===== src/rtl/if_id_stage.sv =====
// if_id_stage: IF/ID pipeline register with ID-stage branch
// resolution, hazard detection and saturating debug counters.
module if_id_stage #(
  parameter int CNT_W = 16
) (
  input  logic             clk,
  input  logic             reset,
  input  logic [31:0]      Instruction_if,
  input  logic [31:0]      NextPC_if,
  input  logic [31:0]      rs_data,
  input  logic [31:0]      rt_data,
  input  logic             MemRead_ex,
  input  logic             RegWrite_ex,
  input  logic [4:0]       WriteReg_ex,
  input  logic             MemRead_mem,
  input  logic [4:0]       WriteReg_mem,
  output logic [31:0]      Instruction_id,
  output logic [31:0]      NextPC_id,
  output logic             Z,
  output logic             J,
  output logic             JR,
  output logic             PC_IFWrite,
  output logic [31:0]      BranchAddr,
  output logic [31:0]      JumpAddr,
  output logic [31:0]      JrAddr,
  output logic             ID_bubble,
  output logic [CNT_W-1:0] stall_count,
  output logic [CNT_W-1:0] flush_count
);

  logic [31:0]      r_instr;
  logic [31:0]      r_npc;
  logic             r_valid;
  logic [CNT_W-1:0] r_stall_cnt;
  logic [CNT_W-1:0] r_flush_cnt;

  logic [5:0]  w_op;
  logic [5:0]  w_funct;
  logic [4:0]  w_rs;
  logic [4:0]  w_rt;
  logic [15:0] w_imm;
  logic        w_rtype;
  logic        w_beq;
  logic        w_bne;
  logic        w_j;
  logic        w_jal;
  logic        w_jr;
  logic        w_ialu;
  logic        w_load;
  logic        w_store;
  logic        w_cmp;
  logic        w_uses_rs;
  logic        w_uses_rt;
  logic        w_ex_rs;
  logic        w_ex_rt;
  logic        w_mem_rs;
  logic        w_mem_rt;
  logic        w_load_use;
  logic        w_br_hz;
  logic        w_stall;
  logic        w_z;
  logic        w_j_sel;
  logic        w_jr_sel;
  logic        w_redirect;

  assign w_op    = r_instr[31:26];
  assign w_funct = r_instr[5:0];
  assign w_rs    = r_instr[25:21];
  assign w_rt    = r_instr[20:16];
  assign w_imm   = r_instr[15:0];

  // Opcode class decode; a squashed slot decodes to nothing.
  always_comb begin
    w_rtype = 1'b0;
    w_beq   = 1'b0;
    w_bne   = 1'b0;
    w_j     = 1'b0;
    w_jal   = 1'b0;
    w_ialu  = 1'b0;
    w_load  = 1'b0;
    w_store = 1'b0;
    if (r_valid) begin
      unique case (1'b1)
        w_op == 6'h00:      w_rtype = 1'b1;
        w_op == 6'h02:      w_j     = 1'b1;
        w_op == 6'h03:      w_jal   = 1'b1;
        w_op == 6'h04:      w_beq   = 1'b1;
        w_op == 6'h05:      w_bne   = 1'b1;
        w_op[5:3] == 3'b001: w_ialu  = 1'b1;
        w_op[5:3] == 3'b100: w_load  = 1'b1;
        w_op[5:3] == 3'b101: w_store = 1'b1;
        default: ;
      endcase
    end
  end

  assign w_jr      = w_rtype && (w_funct == 6'h08);
  assign w_cmp     = w_beq | w_bne;
  assign w_uses_rs = w_rtype | w_cmp | w_ialu | w_load | w_store;
  assign w_uses_rt = w_rtype | w_cmp | w_store;

  assign w_ex_rs  = (WriteReg_ex != 5'd0) && (WriteReg_ex == w_rs);
  assign w_ex_rt  = (WriteReg_ex != 5'd0) && (WriteReg_ex == w_rt);
  assign w_mem_rs = (WriteReg_mem != 5'd0) && (WriteReg_mem == w_rs);
  assign w_mem_rt = (WriteReg_mem != 5'd0) && (WriteReg_mem == w_rt);

  assign w_load_use = MemRead_ex &&
                      ((w_uses_rs && w_ex_rs) ||
                       (w_uses_rt && w_ex_rt));

  // Branches compare in ID, so any in-flight producer must land first.
  assign w_br_hz = (w_cmp | w_jr) &&
                   ((RegWrite_ex && (w_ex_rs || (w_cmp && w_ex_rt))) ||
                    (MemRead_mem && (w_mem_rs || (w_cmp && w_mem_rt))));

  assign w_stall = w_load_use | w_br_hz;

  assign w_z = !w_stall &&
               ((w_beq && (rs_data == rt_data)) ||
                (w_bne && (rs_data != rt_data)));
  assign w_j_sel    = !w_stall && (w_j | w_jal);
  assign w_jr_sel   = !w_stall && w_jr;
  assign w_redirect = w_z | w_j_sel | w_jr_sel;

  // IF/ID register: stall holds, redirect squashes, else advance.
  always_ff @(posedge clk or negedge reset) begin
    if (!reset) begin
      r_instr <= 32'd0;
      r_npc   <= 32'd0;
      r_valid <= 1'b0;
    end else if (w_stall) begin
      r_instr <= r_instr;
      r_npc   <= r_npc;
      r_valid <= r_valid;
    end else if (w_redirect) begin
      r_instr <= 32'd0;
      r_npc   <= NextPC_if;
      r_valid <= 1'b0;
    end else begin
      r_instr <= Instruction_if;
      r_npc   <= NextPC_if;
      r_valid <= 1'b1;
    end
  end

  // Saturating stall/flush event counters.
  always_ff @(posedge clk or negedge reset) begin
    if (!reset) begin
      r_stall_cnt <= '0;
      r_flush_cnt <= '0;
    end else begin
      if (w_stall && (r_stall_cnt != '1))
        r_stall_cnt <= r_stall_cnt + 1'b1;
      if (w_redirect && (r_flush_cnt != '1))
        r_flush_cnt <= r_flush_cnt + 1'b1;
    end
  end

  assign Instruction_id = r_instr;
  assign NextPC_id      = r_npc;
  assign Z              = w_z;
  assign J              = w_j_sel;
  assign JR             = w_jr_sel;
  assign PC_IFWrite     = !w_stall;
  assign ID_bubble      = w_stall;
  assign BranchAddr     = r_npc + {{14{w_imm[15]}}, w_imm, 2'b00};
  assign JumpAddr       = {r_npc[31:28], r_instr[25:0], 2'b00};
  assign JrAddr         = rs_data;
  assign stall_count    = r_stall_cnt;
  assign flush_count    = r_flush_cnt;

endmodule


===== config.mk =====
export PLATFORM = sky130hd
export DESIGN_NAME = if_id_stage
export DESIGN_NICKNAME = d
export VERILOG_FILES = /design/src/rtl/if_id_stage.sv
export SDC_FILE = /design/constraint.sdc
export NUM_CORES = 1
export LEC_CHECK = 0
export ABC_AREA = 0
export CORE_MARGIN = 5
export CORE_UTILIZATION = 41
export CTS_CLUSTER_SIZE = 10
export DETAILED_ROUTE_END_ITERATION = 10
export PLACE_DENSITY = 0.82
export SLEW_MARGIN = 0
export SYNTH_ARGS = -nofsm -noshare
export SYNTH_HDL_FRONTEND = slang
export SYNTH_SLANG_ARGS = --single-unit

===== constraint.sdc =====
create_clock -name clk -period 3.5 [get_ports clk]
set_input_delay 0.35 -clock clk [delete_from_list [all_inputs] [get_ports clk]]
set_output_delay 0.35 -clock clk [all_outputs]
set_load 0.05 [all_outputs]

* Word level (Yosys, flattened, before mapping)
Cells that the tools add are included.
Storage, ports and cells: register bits after elaboration 97, output and inout port bits 197, word-level logic and storage cells 82
Operators by class: $add $sub $neg 3, mux-type cells 18, equal/unequal tests 16, bitwise gates (word level) 11, reductions and logical operators 29
Operators with widths (count):
- $add 16x1->16 const B | 2
- $add 32x32->32 | 1
- $eq 32x32->1 | 1
- $mux 32 | 1
- $ne 16x16->1 const B | 2
- $ne 32x32->1 | 1
- $eq 5x5->1 | 4
- $logic_and 1x1->1 | 20
- $mux 1 | 17
- $eq 6x2->1 const B | 2
- $eq 6x3->1 const B | 2
- $or 1x1->1 | 11
- $reduce_bool 5->1 | 2
- $eq 3x3->1 const B | 2
- $eq 6x4->1 const B | 1
- $logic_not 6->1 | 1
- $logic_or 1x1->1 | 5
- $eq 3x1->1 const B | 1
- $logic_not 1->1 | 1

* Longest topological paths before layout
depth in word-level cells 17, mapped depth 12, mapped depth without buffers 12

* Worst setup path before layout
OpenSTA, ideal clock, no wires.
kind register to output, from register r_instr[15], in the netlist Instruction_id[15], to output BranchAddr[31], data required time 3150 ps, arrival time 4001 ps, slack -851 ps, path buffers 0, stages on the path, launching flop included 10, cell sequence dfrtp_1 > ha_1 > and2_1 > a221o_1 > a21oi_1 > o21ai_1 > or3_1 > o211ai_1 > a31oi_1 > a311oi_1
On the way: word-level cells in the longest chain between the ends 1
RTL lines:
- start, declared | RTL line 31 | logic [31:0] r_instr;
- start signal, assigned | RTL line 132 | r_instr <= r_instr;
- start signal, assigned | RTL line 140 | r_instr <= Instruction_if;
- $add 32x32->32 | RTL line 166 | assign BranchAddr = r_npc + {{14{w_imm[15]}}, w_imm, 2'b00};
- end, declared | RTL line 23 | output logic [31:0] BranchAddr,
No other way between the ends.

* Worst setup path after layout
Same ends and word-level chain as after synthesis.

==> impl_metrics.yaml <==
status:
  outcome: "finished with violations"
  failed_checks: "negative setup slack"
die:
  fp.dieH_um: 137
  rows: 46
  start_util_pct: 41.9
  core-area_sq_um: 15900
  io_pins: 340
  fp.dieW_um: 137
  die_area_sq_um: 18900
yosys:
  yosys.area_share.adder_pct: 6.12
  synth_mux_area_share_pct: 0.563
  synth-xor-area-share_pct: 13.1
  synth_top_area_share_pct: 36.4
  syn_avg_cell_area_sq_um: 8.52
  synth-seq-cells: 97
  synth_top_family_by_area: "simple AND/OR/NAND/NOR gates"
  syn_area_sq_um: 6660
  yosysMostFrequentCell: "nand2_1"
  synthTopCellsByArea: "dfrtp_1 36%, nand2_1 10%, xnor2_1 10%"
  synthCells: 782
  yosysWarnings: 0
  synth_edf_count: 0
  ys.flop_type: "dfrtp_1"
  synth-simple-area-share_pct: 21.0
  synth_compound_gate_area_share_pct: 12.5
  synth_seq_area_share_pct: 36.4
  ys_types: 59
  synthArstFlopShare_pct: 100
  yosysTopAreaCell: "dfrtp_1"
  yosys-top-cells-count: "182 x nand2_1, 97 x dfrtp_1, 76 x xnor2_1, 67 x buf_4, 37 x o21ai_0"
placed_design:
  io_buffers: 337
  place_area_sq_um: 10000
  pre_cts_slack_ns: 0.0269
  hpwl_um: 18700
  gp_congestion: 0.883
final_layout:
  final_cell_area_sq_um: 10800
  fill_cells: 1209
  fin_nets: 1250
  syn_to_final_growth_pct: 62.7
  postLayoutCoreUtil_pct: 68.2
  drive_gt1_share_pct: 13.2
critical_path:
  end_kind: "primary output"
  cp.required_ns: 3.15
  reg2regPathDepth: 9
  arrival_ns: 3.27
  r2r_slack_ns: 0.73
  crit_type: "flip-flop to primary output"
  r2r_start: "Instruction_id[30]"
  r2r_end: "Instruction_id[4]"
  cp-start-kind: "flip-flop"
  crit_fanout: 5
clocking:
  htreeDepth: 3
  clockRootBuffer: "clkbuf_16"
  holdBufCountCts: 0
  cts.sinks: 97
  clkTransAtPathRegs_ns: 0.07
  tritoncts: "built"
  cts_inserted_buffers: 9
  clk_latency_ns: 0.35
  cts_max_path_buffers: 2
detailed_routing:
  drt_iter0_drc: 444
  viasPerCell: 5.18
  vias: 6717
  finalWirelength_um: 24700
  drc: 0
  avgRoutedWirePerCell_um: 19.0
  first_pass_iters: 5
  final_antenna_net_count: 0
sta:
  min_period_over_period_pct: 103
  slew_headroom_pct: 37.4
  final_max_slew_viol_count: 0
  setup-tns-final_ns: -0.167
  worst_pin_slew_ns: 0.939
  final.setup.worst_slack_ns: -0.116
  finalSetupViolations: 2
  skew_ns: 0.0109
  fmax_mhz: 277
  hold_viol: 0
  grt_setup_unrepaired: "yes"
  min_period_ns: 3.62
power_and_ir_drop:
  leakage_nw: 4.60
  power_density_nw_per_um2: 445
  ir_worst_vdd_uv: 386
global_route:
  grt_max_degree: 71
  grt_pass1_wl_um: 36400
  antenna_found_initial: 1
  grt_use_total_pct: 24.8
  grt_pass1_vias: 6652
  grt_remaining_overflow: 0
flow_run:
  maxCapViolCount: 0
hold_path:
  min_path_type: "input pin to asynchronous set/reset pin"
state kept, by name (all words and copies together) (netlist names):
register / cells
flush_count: 16
r_valid: 1
NextPC_id: 32
stall_count: 16
Instruction_id: 32
critical path, cell delays in order, from the launching register on:
cell,delay [ns]
dfrtp_2,0.47
buf_4,0.18
ha_4,0.17
a21o_1,0.18
a21o_1,0.21
a21oi_2,0.15
o21ai_2,0.09
or3_4,0.39
o211ai_1,0.30
a31oi_2,0.16
buf_4,0.16
nor4_4,0.17
a311oi_4,0.08
buf_12,0.19
layout by cell type (no fill, tap or decap), drive strengths merged, types with 10 or more instances in the layout:
cell	count
clkdlybuf4s50	310
xor2	24
a21oi	24
dfrtp	97
nor2	31
ha	31
nor3	13
o21ai	50
nand2	182
clkbuf	10
a21o	13
inv	17
xnor2	76
nand4	23
nand3	15
and3	13
buf	62
metal layers:
| layer | track usage [%] | vias up | wire (um) |
|---|---|---|---|
| met4 | 9.04 | 0 | 866 |
| met3 | 8.00 | 52 | 2490 |
| met5 | 0 | - | 0 |
| met2 | 42.1 | 326 | 12000 |
| li1 | - | 3179 | - |
| met1 | 29.2 | 3160 | 9360 |
power breakdown:
group / internal [W] / switching [W] / total [W]
Combinational: 0.000984 / 0.00144 / 0.00243
Clock: 0.000629 / 0.000447 / 0.00108
Sequential: 0.00120 / 0.000114 / 0.00131
Total: 0.00281 / 0.00201 / 0.00482
final cells by class:
class / instances / area (sq um) / share of cell area (%)
Multi-Input combinational cell: 577 / 3920 / 36.2
Timing Repair Buffer: 373 / 3830 / 35.3
Sequential cell: 97 / 2430 / 22.4
Tap cell: 216 / 270 / 2.49
Clock buffer: 10 / 229 / 2.11
Clock inverter: 6 / 92.6 / 0.854
Inverter: 17 / 63.8 / 0.589
Antenna cell: 1 / 2.50 / 0.0231
timing repair:
action | CTS | global route
setup endpoints to repair | 7 | 14
pin swaps | 20 | 20
hold endpoints to repair | 0 | 0
resized for setup | 25 | 39
setup buffers | 12 | 12
cell families after synthesis:
family / count (synthesis)
multiplexers: 3
AND/OR/NAND/NOR: 308
flip-flops: 97
XOR/XNOR: 100
buffers and inverters: 109
AO/OA/AOI/OAI: 132
adder cells (fa/ha/maj): 32
other: 1
how the worst max path moves through the flow:
| stage | slack, ns | start | cells past startpoint | to |
|---|---|---|---|---|
| 6_report | -0.12 | Instruction_id[15] | 13 | BranchAddr[31] |
| 5_1_grt | -0.21 | Instruction_id[15] | 13 | BranchAddr[31] |
| 4_1_cts | -0.07 | NextPC_id[16] | 11 | BranchAddr[31] |
| 3_5_place_dp | 0.03 | Instruction_id[14] | 11 | BranchAddr[31] |
| 3_3_place_gp | 0.12 | Instruction_id[14] | 11 | BranchAddr[31] |
| 2_1_floorplan | 0.03 | Instruction_id[15] | 9 | BranchAddr[31] |
metrics by stage:
step | cells | total power, W | hold slack [ns]
global route | 1297 | 0.00501 | 0.215
global placement | 1256 | 0.00356 | 0.477
finish | 1297 | 0.00482 | 0.139
CTS | 1284 | 0.00474 | 0.165
detailed placement | 1256 | 0.00358 | 0.485
floorplan | 783 | 0.00269 | 0.0544
(Power assumes the default switching activity.)
